$ cat src/rtl/wb_retire_queue_pkg.sv
// -----------------------------------------------------------------------------
// wb_retire_queue_pkg
// Shared configuration for the writeback retire queue: default geometry and
// small width helpers used by the queue, its forwarding matcher and the bus
// interface. An entry is packed as {reg[AW-1:0], data[DW-1:0]}.
// -----------------------------------------------------------------------------
package wb_retire_queue_pkg;

    localparam int WB_DEPTH = 4;   // queue entries, power of two, >= 2
    localparam int WB_AW    = 5;   // register index width
    localparam int WB_DW    = 32;  // data width

    // Pointer width for a queue of the given depth.
    function automatic int ptr_width(input int depth);
        return (depth <= 2) ? 1 : $clog2(depth);
    endfunction

    // Count needs one extra bit so that "full" (count == DEPTH) is distinct
    // from "empty" (count == 0) even though the pointers are equal in both.
    function automatic int count_width(input int depth);
        return ptr_width(depth) + 1;
    endfunction

endpackage

$ cat src/rtl/wb_retire_queue_if.sv
// -----------------------------------------------------------------------------
// wb_retire_queue_if
// Bundles every non-clock signal of the retire queue.
//   mem_valid/mem_reg/mem_data   load result in
//   alu_valid/alu_reg/alu_data   ALU result in
//   ready                        queue can take two entries this cycle
//   overflow                     sticky, an enqueue was dropped
//   write1/write_reg1/write_data1  register file write port
//   reg_a1/reg_b1/reg_c1         decode read indices
//   hit_*/fwd_data_*             forwarding result per read index
// Modport slave is the queue side, master is the producer/consumer side.
// -----------------------------------------------------------------------------
interface wb_retire_queue_if
    import wb_retire_queue_pkg::*;
#(
    parameter int AW = WB_AW,
    parameter int DW = WB_DW
) ();

    logic          mem_valid;
    logic [AW-1:0] mem_reg;
    logic [DW-1:0] mem_data;
    logic          alu_valid;
    logic [AW-1:0] alu_reg;
    logic [DW-1:0] alu_data;
    logic          ready;
    logic          overflow;
    logic          write1;
    logic [AW-1:0] write_reg1;
    logic [DW-1:0] write_data1;
    logic [AW-1:0] reg_a1;
    logic [AW-1:0] reg_b1;
    logic [AW-1:0] reg_c1;
    logic          hit_a;
    logic          hit_b;
    logic          hit_c;
    logic [DW-1:0] fwd_data_a;
    logic [DW-1:0] fwd_data_b;
    logic [DW-1:0] fwd_data_c;

    modport slave (
        input  mem_valid, mem_reg, mem_data,
        input  alu_valid, alu_reg, alu_data,
        input  reg_a1, reg_b1, reg_c1,
        output ready, overflow,
        output write1, write_reg1, write_data1,
        output hit_a, hit_b, hit_c,
        output fwd_data_a, fwd_data_b, fwd_data_c
    );

    modport master (
        output mem_valid, mem_reg, mem_data,
        output alu_valid, alu_reg, alu_data,
        output reg_a1, reg_b1, reg_c1,
        input  ready, overflow,
        input  write1, write_reg1, write_data1,
        input  hit_a, hit_b, hit_c,
        input  fwd_data_a, fwd_data_b, fwd_data_c
    );

endinterface

$ cat src/rtl/wb_retire_queue_fwd_match.sv
// -----------------------------------------------------------------------------
// wb_fwd_match
// Forwarding lookup for one decode read index against the retire queue.
// Ports:
//   idx         read index to look up (index 0 never hits)
//   slots       packed slot array, each {reg, data}
//   valid_mask  one bit per slot, set when the slot holds a pending entry
//   head        slot index of the oldest entry
//   hit         idx matches at least one pending entry
//   data        data of the newest matching entry, 0 when no hit
// -----------------------------------------------------------------------------
module wb_fwd_match
    import wb_retire_queue_pkg::*;
#(
    parameter int DEPTH = WB_DEPTH,
    parameter int AW    = WB_AW,
    parameter int DW    = WB_DW,
    localparam int PW   = ptr_width(DEPTH),
    localparam int EW   = AW + DW
) (
    input  logic [AW-1:0]            idx,
    input  logic [DEPTH-1:0][EW-1:0] slots,
    input  logic [DEPTH-1:0]         valid_mask,
    input  logic [PW-1:0]            head,
    output logic                     hit,
    output logic [DW-1:0]            data
);

    // Walk from oldest to newest; a later match overwrites an earlier one, so
    // the newest matching entry is what remains at the end.
    always_comb begin
        // NOTE: default every output first so no path through the block leaves
        // a value unassigned (which would infer a latch).
        hit  = 1'b0;
        data = '0;
        if (idx != '0) begin
            for (int age = 0; age < DEPTH; age++) begin
                if (valid_mask[head + PW'(age)] &&
                    slots[head + PW'(age)][EW-1:DW] == idx) begin
                    hit  = 1'b1;
                    data = slots[head + PW'(age)][DW-1:0];
                end
            end
        end
    end

endmodule

$ cat src/rtl/wb_retire_queue.sv
// -----------------------------------------------------------------------------
// wb_retire_queue
// Writeback retire queue in front of the single register file write port.
// Takes up to two results per cycle (load result older than ALU result),
// keeps them in program order and retires one per cycle. Pending entries are
// forwarded to three decode read ports.
// Ports:
//   CLK    clock, all state updates on posedge
//   RESET  asynchronous, active-low reset
//   bus    wb_retire_queue_if.slave (results in, write port out, forwarding)
// -----------------------------------------------------------------------------
module wb_retire_queue
    import wb_retire_queue_pkg::*;
#(
    parameter int DEPTH = WB_DEPTH,
    parameter int AW    = WB_AW,
    parameter int DW    = WB_DW
) (
    input  logic              CLK,
    input  logic              RESET,
    wb_retire_queue_if.slave  bus
);

    localparam int PW = ptr_width(DEPTH);
    localparam int CW = count_width(DEPTH);
    localparam int EW = AW + DW;

    logic [DEPTH-1:0][EW-1:0] slots;
    logic [PW-1:0]            head;
    logic [PW-1:0]            tail;
    logic [CW-1:0]            count;
    logic                     overflow_q;

    logic                     ready;
    logic                     mem_take;
    logic                     alu_take;
    logic                     drop;
    logic                     deq;
    logic [1:0]               enq_n;
    logic [DEPTH-1:0]         valid_mask;

    // Admission looks only at registered count: room for two means the pair
    // can always be accepted, whether or not the head drains this cycle.
    always_comb begin
        ready    = (count <= CW'(DEPTH - 2));
        mem_take = ready && bus.mem_valid && (bus.mem_reg != '0);
        alu_take = ready && bus.alu_valid && (bus.alu_reg != '0);
        drop     = !ready && (bus.mem_valid || bus.alu_valid);
        deq      = (count != '0);
        enq_n    = {1'b0, mem_take} + {1'b0, alu_take};
    end

    // A slot is occupied when its distance from head (mod DEPTH) is below count.
    always_comb begin
        valid_mask = '0;
        for (int i = 0; i < DEPTH; i++) begin
            valid_mask[i] = ({1'b0, PW'(PW'(i) - head)} < count);
        end
    end

    always_ff @(posedge CLK or negedge RESET) begin
        if (!RESET) begin
            // NOTE: sequential state uses non-blocking assignments so every
            // register samples the pre-edge values regardless of block order.
            head       <= '0;
            tail       <= '0;
            count      <= '0;
            overflow_q <= 1'b0;
        end else begin
            head       <= head + PW'(deq);
            tail       <= tail + PW'(enq_n);
            count      <= count + CW'(enq_n) - CW'(deq);
            if (drop) begin
                overflow_q <= 1'b1;
            end
        end
    end

    // NOTE: slot storage is deliberately not reset; an entry is only ever read
    // when count/valid_mask mark it occupied, so stale contents are harmless.
    // The load result takes the older (lower) slot; the ALU result follows it,
    // or takes the tail slot itself when there is no load this cycle.
    always_ff @(posedge CLK) begin
        if (mem_take) begin
            slots[tail] <= {bus.mem_reg, bus.mem_data};
        end
        if (alu_take) begin
            slots[tail + PW'(mem_take)] <= {bus.alu_reg, bus.alu_data};
        end
    end

    // Head entry drives the write port directly; it pops at the next edge.
    always_comb begin
        bus.ready       = ready;
        bus.overflow    = overflow_q;
        bus.write1      = deq;
        bus.write_reg1  = deq ? slots[head][EW-1:DW] : '0;
        bus.write_data1 = deq ? slots[head][DW-1:0]  : '0;
    end

    wb_fwd_match #(.DEPTH(DEPTH), .AW(AW), .DW(DW)) u_fwd_a (
        .idx        (bus.reg_a1),
        .slots      (slots),
        .valid_mask (valid_mask),
        .head       (head),
        .hit        (bus.hit_a),
        .data       (bus.fwd_data_a)
    );

    wb_fwd_match #(.DEPTH(DEPTH), .AW(AW), .DW(DW)) u_fwd_b (
        .idx        (bus.reg_b1),
        .slots      (slots),
        .valid_mask (valid_mask),
        .head       (head),
        .hit        (bus.hit_b),
        .data       (bus.fwd_data_b)
    );

    wb_fwd_match #(.DEPTH(DEPTH), .AW(AW), .DW(DW)) u_fwd_c (
        .idx        (bus.reg_c1),
        .slots      (slots),
        .valid_mask (valid_mask),
        .head       (head),
        .hit        (bus.hit_c),
        .data       (bus.fwd_data_c)
    );

endmodule

$ cat src/flat_wrapper.sv
// flat-port wrapper written by rule: the top's interface ports become plain ports
module wb_retire_queue_flat import wb_retire_queue_pkg::*;
#(
    parameter int DEPTH = WB_DEPTH,
    parameter int AW    = WB_AW,
    parameter int DW    = WB_DW
)
  (CLK, RESET, bus_mem_valid, bus_mem_reg, bus_mem_data, bus_alu_valid, bus_alu_reg, bus_alu_data, bus_reg_a1, bus_reg_b1, bus_reg_c1, bus_ready, bus_overflow, bus_write1, bus_write_reg1, bus_write_data1, bus_hit_a, bus_hit_b, bus_hit_c, bus_fwd_data_a, bus_fwd_data_b, bus_fwd_data_c);
  wb_retire_queue_if #(.AW(AW), .DW(DW)) bus_i ();
  input  logic CLK;
  input  logic RESET;
  input wire logic [$bits(bus_i.mem_valid)-1:0] bus_mem_valid;
  input wire logic [$bits(bus_i.mem_reg)-1:0] bus_mem_reg;
  input wire logic [$bits(bus_i.mem_data)-1:0] bus_mem_data;
  input wire logic [$bits(bus_i.alu_valid)-1:0] bus_alu_valid;
  input wire logic [$bits(bus_i.alu_reg)-1:0] bus_alu_reg;
  input wire logic [$bits(bus_i.alu_data)-1:0] bus_alu_data;
  input wire logic [$bits(bus_i.reg_a1)-1:0] bus_reg_a1;
  input wire logic [$bits(bus_i.reg_b1)-1:0] bus_reg_b1;
  input wire logic [$bits(bus_i.reg_c1)-1:0] bus_reg_c1;
  output wire logic [$bits(bus_i.ready)-1:0] bus_ready;
  output wire logic [$bits(bus_i.overflow)-1:0] bus_overflow;
  output wire logic [$bits(bus_i.write1)-1:0] bus_write1;
  output wire logic [$bits(bus_i.write_reg1)-1:0] bus_write_reg1;
  output wire logic [$bits(bus_i.write_data1)-1:0] bus_write_data1;
  output wire logic [$bits(bus_i.hit_a)-1:0] bus_hit_a;
  output wire logic [$bits(bus_i.hit_b)-1:0] bus_hit_b;
  output wire logic [$bits(bus_i.hit_c)-1:0] bus_hit_c;
  output wire logic [$bits(bus_i.fwd_data_a)-1:0] bus_fwd_data_a;
  output wire logic [$bits(bus_i.fwd_data_b)-1:0] bus_fwd_data_b;
  output wire logic [$bits(bus_i.fwd_data_c)-1:0] bus_fwd_data_c;
  assign bus_i.mem_valid = bus_mem_valid;
  assign bus_i.mem_reg = bus_mem_reg;
  assign bus_i.mem_data = bus_mem_data;
  assign bus_i.alu_valid = bus_alu_valid;
  assign bus_i.alu_reg = bus_alu_reg;
  assign bus_i.alu_data = bus_alu_data;
  assign bus_i.reg_a1 = bus_reg_a1;
  assign bus_i.reg_b1 = bus_reg_b1;
  assign bus_i.reg_c1 = bus_reg_c1;
  assign bus_ready = bus_i.ready;
  assign bus_overflow = bus_i.overflow;
  assign bus_write1 = bus_i.write1;
  assign bus_write_reg1 = bus_i.write_reg1;
  assign bus_write_data1 = bus_i.write_data1;
  assign bus_hit_a = bus_i.hit_a;
  assign bus_hit_b = bus_i.hit_b;
  assign bus_hit_c = bus_i.hit_c;
  assign bus_fwd_data_a = bus_i.fwd_data_a;
  assign bus_fwd_data_b = bus_i.fwd_data_b;
  assign bus_fwd_data_c = bus_i.fwd_data_c;
  wb_retire_queue #(.DEPTH(DEPTH), .AW(AW), .DW(DW)) u_core (.CLK(CLK), .RESET(RESET), .bus(bus_i));
endmodule
$ cat config.mk
export PLATFORM = sky130hd
export DESIGN_NAME = wb_retire_queue_flat
export DESIGN_NICKNAME = d
export VERILOG_FILES = /design/src/rtl/wb_retire_queue_pkg.sv /design/src/rtl/wb_retire_queue_if.sv /design/src/rtl/wb_retire_queue_fwd_match.sv /design/src/rtl/wb_retire_queue.sv /design/src/flat_wrapper.sv
export SDC_FILE = /design/constraint.sdc
export NUM_CORES = 1
export LEC_CHECK = 0
export BUFFER_PORTS_ARGS = -buffer_cell sky130_fd_sc_hd__buf_2
export CAP_MARGIN = 40
export CORE_MARGIN = 3
export CORE_UTILIZATION = 50
export CTS_CLUSTER_SIZE = 28
export DETAILED_ROUTE_END_ITERATION = 10
export HOLD_SLACK_MARGIN = 0.06
export PLACE_DENSITY = 0.77
export SYNTH_ARGS = -nofsm -noshare
export SYNTH_HDL_FRONTEND = slang
export SYNTH_SLANG_ARGS = --single-unit
$ cat constraint.sdc
create_clock -name CLK -period 12.7 [get_ports CLK]
set_input_delay 1.905 -clock CLK [delete_from_list [all_inputs] [get_ports CLK]]
set_output_delay 1.905 -clock CLK [all_outputs]
set_load 0.01 [all_outputs]
Word level (Yosys, flattened, before mapping)
Cells that the tools add are included. W data, S select, Z words.

$add $sub $neg: 13. $mul: 0. Div/mod/pow operators: 0. Magnitude comparators: 13. Equal/unequal tests: 12. Shift operators: 0. Mux-type cells: 56. Bitwise logic cells: 0. Reductions and logical operators: 27.

Operators by type and width (number): $mux W32 (16); $bmux W37 S2 (4); $bwmux W148 (2); $mux W148 (2); $mux W37 (6); $demux W37 S2 (2); $eq A5 B5 Y1 (12); $reduce_bool A5 Y1 (5); $logic_and A1 B1 Y1 (19); $mux W1 (19); $lt A2 B3 Y1 const B (6); $lt A2 B3 Y1 (4); $bmux W1 S2 (4); $mux W5 (1); $add A2 B1 Y2 (2); $add A2 B2 Y2 const B (2); $ge A2 B1 Y1 const B (2); $sub A1 B2 Y2 const A (2); $sub A2 B2 Y2 const A (2); $add A3 B2 Y3 (1); $le A3 B2 Y1 const B (1); $reduce_bool A3 Y1 (1); $sub A3 B1 Y3 (1); $add A1 B1 Y2 (1); 4 further kinds (4).

Register bits after elaboration: 156. Bits in latches: 0. Bits in writable memories: 0. Memory bits (read-only): 0. Input bits: 93. Output and inout port bits: 139. Word-level logic and storage cells: 129. Memories kept: 0.

Longest topological paths before layout
Depth in word-level cells: 10. Gate-level depth with buffers: 20. Depth with buffers taken out: 10.

Modules after synthesis
A second synthesis with hierarchy kept.

Cells, all modules: 2918. Area, all modules: 24691.2 um2.

Modules (own cells, without submodules): wb_fwd_match (instances 3, cells each 705, area each 5355.1 um2, seq. area each 0.0 um2); wb_retire_queue (instances 1, cells each 803, area each 8625.8 um2, seq. area each 3163.0 um2).

Worst setup path before layout
Ideal clock, no wire load.

Kind: register to output. Start: reg u_core.head[1]. End: out bus_fwd_data_a[20]. Arrival time: 4.438 ns. Required time: 10.795 ns. Slack: 6.357 ns. Cell stages (with the launch flop): 21. Path buffers: 10. Path through: dfrtp_1 > buf_2 > buf_4 > buf_4 > buf_4 > buf_2 > buf_2 > buf_2 > buf_1 > xnor2_1 > inv_1 > ha_1 > nor2b_1 > o311ai_1 > a31oi_1 > nor4_4 > o21ba_2 > buf_4 > buf_6 > a221oi_1 > a211oi_1.

Cells in the longest elaborated chain, start to end: 10. Elaborated cells on any way between the ends: 40. Those cells by class: add/sub: 7; order compare: 4; eq/ne: 4; mux: 21; reduce/logical: 4.

Ends and longest elaborated chain: start, declared (line wb_retire_queue.sv:29) `logic [PW-1:0] head;`; start signal, assigned (line wb_retire_queue.sv:70) `head <= head + PW'(deq);`; $sub A1 B2 Y2 or $sub A2 B2 Y2 (tied branches) (line wb_retire_queue.sv:57) `valid_mask[i] = ({1'b0, PW'(PW'(i) - head)} < count);`; $lt A2 B3 Y1 (line wb_retire_queue.sv:57); $bmux W1 S2 (line wb_retire_queue_fwd_match.sv:38) `if (valid_mask[head + PW'(age)] &&`; $mux W1 (not written as such) (line wb_retire_queue_fwd_match.sv:38); $logic_and A1 B1 Y1 (line wb_retire_queue_fwd_match.sv:38); $mux W32 (3 in series) (line wb_retire_queue_fwd_match.sv:38); $mux W32 (*) (line wb_retire_queue_fwd_match.sv:38); $mux W32 (*) (line wb_retire_queue_fwd_match.sv:36) `if (idx != '0) begin`; end, declared (line flat_wrapper.sv:29) `output wire logic [$bits(bus_i.fwd_data_a)-1:0] bus_fwd_data_a;`.

Mark *: on every way between the ends. The rest lies on a longest branch, timed or not. The select of a mux whose other input is x is not followed.

Worst setup path in the final report
Start: in bus_reg_a1[3]. End: out bus_fwd_data_a[21].

Cells in the longest elaborated chain, start to end: 7. Elaborated cells on any way between the ends: 14. Those cells by class: eq/ne: 4; mux: 5; reduce/logical: 5.

Ends and longest elaborated chain: start, declared (line flat_wrapper.sv:18) `input wire logic [$bits(bus_i.reg_a1)-1:0] bus_reg_a1;`; $eq A5 B5 Y1 (line wb_retire_queue_fwd_match.sv:39) `slots[head + PW'(age)][EW-1:DW] == idx) begin`; $logic_and A1 B1 Y1 (line wb_retire_queue_fwd_match.sv:38); $mux W32 (4 in series) (line wb_retire_queue_fwd_match.sv:38); $mux W32 (*) (line wb_retire_queue_fwd_match.sv:36).

Mark *: on every way between the ends. The rest lies on a longest branch, timed or not.

==> reports/results.ini <==
[synthesis]
syn_inst=1581
synth_edf_count=0
synth_xor_xnor_area_share_pct=4.11
yosysWarnings=0
synth-seq-area-share_pct=21.8
synth_compound_area_share_pct=21.1
async_flop_share_pct=5.13
avgSynthCellArea_um2=9.17
synthMuxAreaShare_pct=35.1
ys_ff_latch=156
syn-cell-area_um2=14500
ys_types=60
syn-num-nets=1686
synth_ff_type=dfxtp_1
synth_top_family_by_area=multiplexers
synth-simple-area-share_pct=11.1
yosys.area.top_type_share_pct=20.4
yosysTopAreaCell=dfxtp_1
synth_area_leaders=dfxtp_1 (20%), mux2i_1 (13%), mux4_2 (12%), o21ai_0 (6.5%), mux2_2 (6.1%)
synth-adder-area-share_pct=1.09

[floorplanning]
core_um2=28200
start_util_pct=51.5
chipHeight_um=176
ios=232
die_x_um=176
dieArea_um2=31100
num_rows=61

[place]
placed_cell_area_um2=15900
dp_hpwl_um=33600
buffer_ports.inserted=231
gp_congestion=0.967

[clock_tree]
postCtsSetupBuffers=0
cts_made_buffers=17
clockRootBuffer=clkbuf_16
htree_levels=4
cts_resized=0
cts_tree=built
hold_buffers=0
clock_latency_ns=0.45
cts_buffer_depth=2
clock_sinks=156
clkTransAtPathRegs_ns=0.07

[power_and_ir_drop]
ir_worst_vdd_v=0.000145
power.density_nw_per_um2=324
finalPower_w=0.00535
power_leakage_nw=6.28

[timing]
maxSlewHeadroom_pct=35.6
fmax_mhz=147
slew_violations=0
rsz0062_at_grt=no
final_hold_viol_count=0
min_period_over_period_pct=53.7
tns_ns=0
period_minus_slack_ns=6.82
final-setup-viol-count=0
worst_slew_pin_slew_ns=0.966
holdWs_ns=0.482
fin_skew_ns=0.0103

[grt]
grt_antenna_before_repair=11
first_global_vias=13515
grt_pass1_wl_um=76200
grt-ovfl-total=0
grt_max_degree=75
track_usage_pct=30.6

[finish]
fin_util_pct=58.7
fill_cells=2427
syn_to_final_growth_pct=14.0
ff_latch_area_um2=3170
nets=1808
fin_area_um2=16500
multiInputGateArea_um2=10600
drive_gt1_share_pct=31.1

[flow_run]
cap_violations=0

[route]
drcViolationCount=0
dr.pass1.iters=5
ant_nets=0
totalWireLength_um=48600
drt_iter0_drc=1701
avgViaCountPerCell=6.61
vias=13894
wire_per_inst_um=23.1

[min_path]
hp-class=flop to flop

[worst_setup_path]
crit_chain=buf_2, xnor2_1, nand4_1, nor2_4, buf_16, o21ba_2, a221oi_1, a211oi_1, buf_2
startpoint_type=primary input
cp_max_fo=29
arrival_ns=4.92
cp_slowest_cell=o21ba_2
crit_type=primary input to primary output
crit_top_cell=buf_2
end_kind=primary output
required_ns=10.80
slowest_delay_ns=0.80

[run_status]
outcome=finished, final reports clean

[layout by cell type (no fill, tap or decap), drive strengths merged, types with 3 or more instances in the layout]
cell type / synthesis / routed
a211oi: 88 / 88
a21oi: 45 / 45
a221o: 4 / 4
a221oi: 89 / 89
a31oi: 3 / 3
buf: 74 / 268
bufinv: 0 / 3
clkbuf: 91 / 17
clkinv: 0 / 4
dfrtp: 8 / 8
dfxtp: 148 / 148
diode: 0 / 7
ha: 11 / 11
inv: 11 / 19
mux2: 124 / 124
mux2i: 190 / 190
mux4: 79 / 79
nand2: 205 / 205
nand3: 5 / 5
nand4: 3 / 3
nor2: 61 / 61
nor2b: 38 / 38
nor3: 9 / 9
nor4: 7 / 7
nor4b: 3 / 3
o21a: 4 / 4
o21ai: 189 / 189
or4: 5 / 5
xnor2: 48 / 48
xor2: 20 / 20
[layer usage]
| metal | global-route usage, % | wire [um] | vias up |
|---|---|---|---|
| met2 | 47.3 | 21900 | 844 |
| met5 | 0 | 34 | - |
| li1 | - | - | 6241 |
| met4 | 14.3 | 2050 | 6 |
| met1 | 41.0 | 19800 | 6629 |
| met3 | 6.60 | 4750 | 174 |
[cell usage after synthesis, types with 17 or more instances]
master      n
mux4_2     76
nor2_1     58
mux2i_1   190
clkbuf_1   90
a221oi_2   17
buf_4      19
o21ai_0   188
nor2b_1    38
mux2_2     78
buf_2      39
mux2_1     46
a21oi_1    43
dfxtp_1   148
nand2_1   205
xor2_1     20
a211oi_1   55
xnor2_1    48
a211oi_2   33
a221oi_1   72
[critical path: cells and delay by family]
kind / cells / cell delay [ns]
compound gates: 3 / 1.34
xor+xnor: 1 / 0.17
simple gates: 2 / 0.87
buf+inv: 3 / 0.60
[state kept, by name (all words and copies together) (netlist names)]
register,count
u_core.slots,148
u_core.count,3
u_core.head,2
u_core.tail,2
u_core.bus.overflow,1
[per-stage QoR]
stage               std cells  setup WS [ns]
floorplan                1581           6.36
global placement         2052           5.87
detailed placement       2062           5.99
CTS                      2094           5.98
global route             2101           5.72
finish                   2101           5.88
[power by group]
| group | leakage (nW) | switching [W] | internal [W] |
|---|---|---|---|
| combinational | 4.64 | 0.00210 | 0.00166 |
| clock | 0.312 | 0.000239 | 0.000318 |
| sequential | 1.33 | 0.000282 | 0.000749 |
[final cells by class]
class / instances / area share (%)
clock inverters: 15 / 1.23
repair buffers: 268 / 9.68
multi-input cells: 1249 / 64.1
inverters: 11 / 0.250
flip-flops and latches: 156 / 19.2
diodes: 7 / 0.106
clock buffers: 17 / 2.58
well taps: 378 / 2.86
[logic make-up (layout without fill, tap and decap cells)]
| family | after synthesis | count (layout) |
|---|---|---|
| and+or+nand+nor | 346 | 346 |
| buffers and inverters | 176 | 311 |
| muxes | 393 | 393 |
| adders and majority gates | 12 | 12 |
| xor gates and xnor gates | 68 | 68 |
| DFF | 156 | 156 |
| AOI/OAI and AO/OA | 430 | 430 |
| other | 0 | 7 |
[worst paths after layout]
path | from | cells after the start | end | slack [ns]
hold / removal | u_core.bus.overflow$_DFFE_PN0P_ | 1 | u_core.bus.overflow$_DFFE_PN0P_ | 0.48
max in group asynchronous | RESET | 1 | u_core.head[0]$_DFF_PN0_ | 11.19
min in group asynchronous | RESET | 1 | u_core.bus.overflow$_DFFE_PN0P_ | 1.30
setup reg to reg | u_core.count[2]$_DFF_PN0_ | 7 | u_core.slots[91]$_DFF_P_ | 9.39
hold reg to reg | u_core.bus.overflow$_DFFE_PN0P_ | 1 | u_core.bus.overflow$_DFFE_PN0P_ | 0.48
setup / recovery | bus_reg_a1[3] | 9 | bus_fwd_data_a[21] | 5.88
Power figures use the tool's default switching activity.
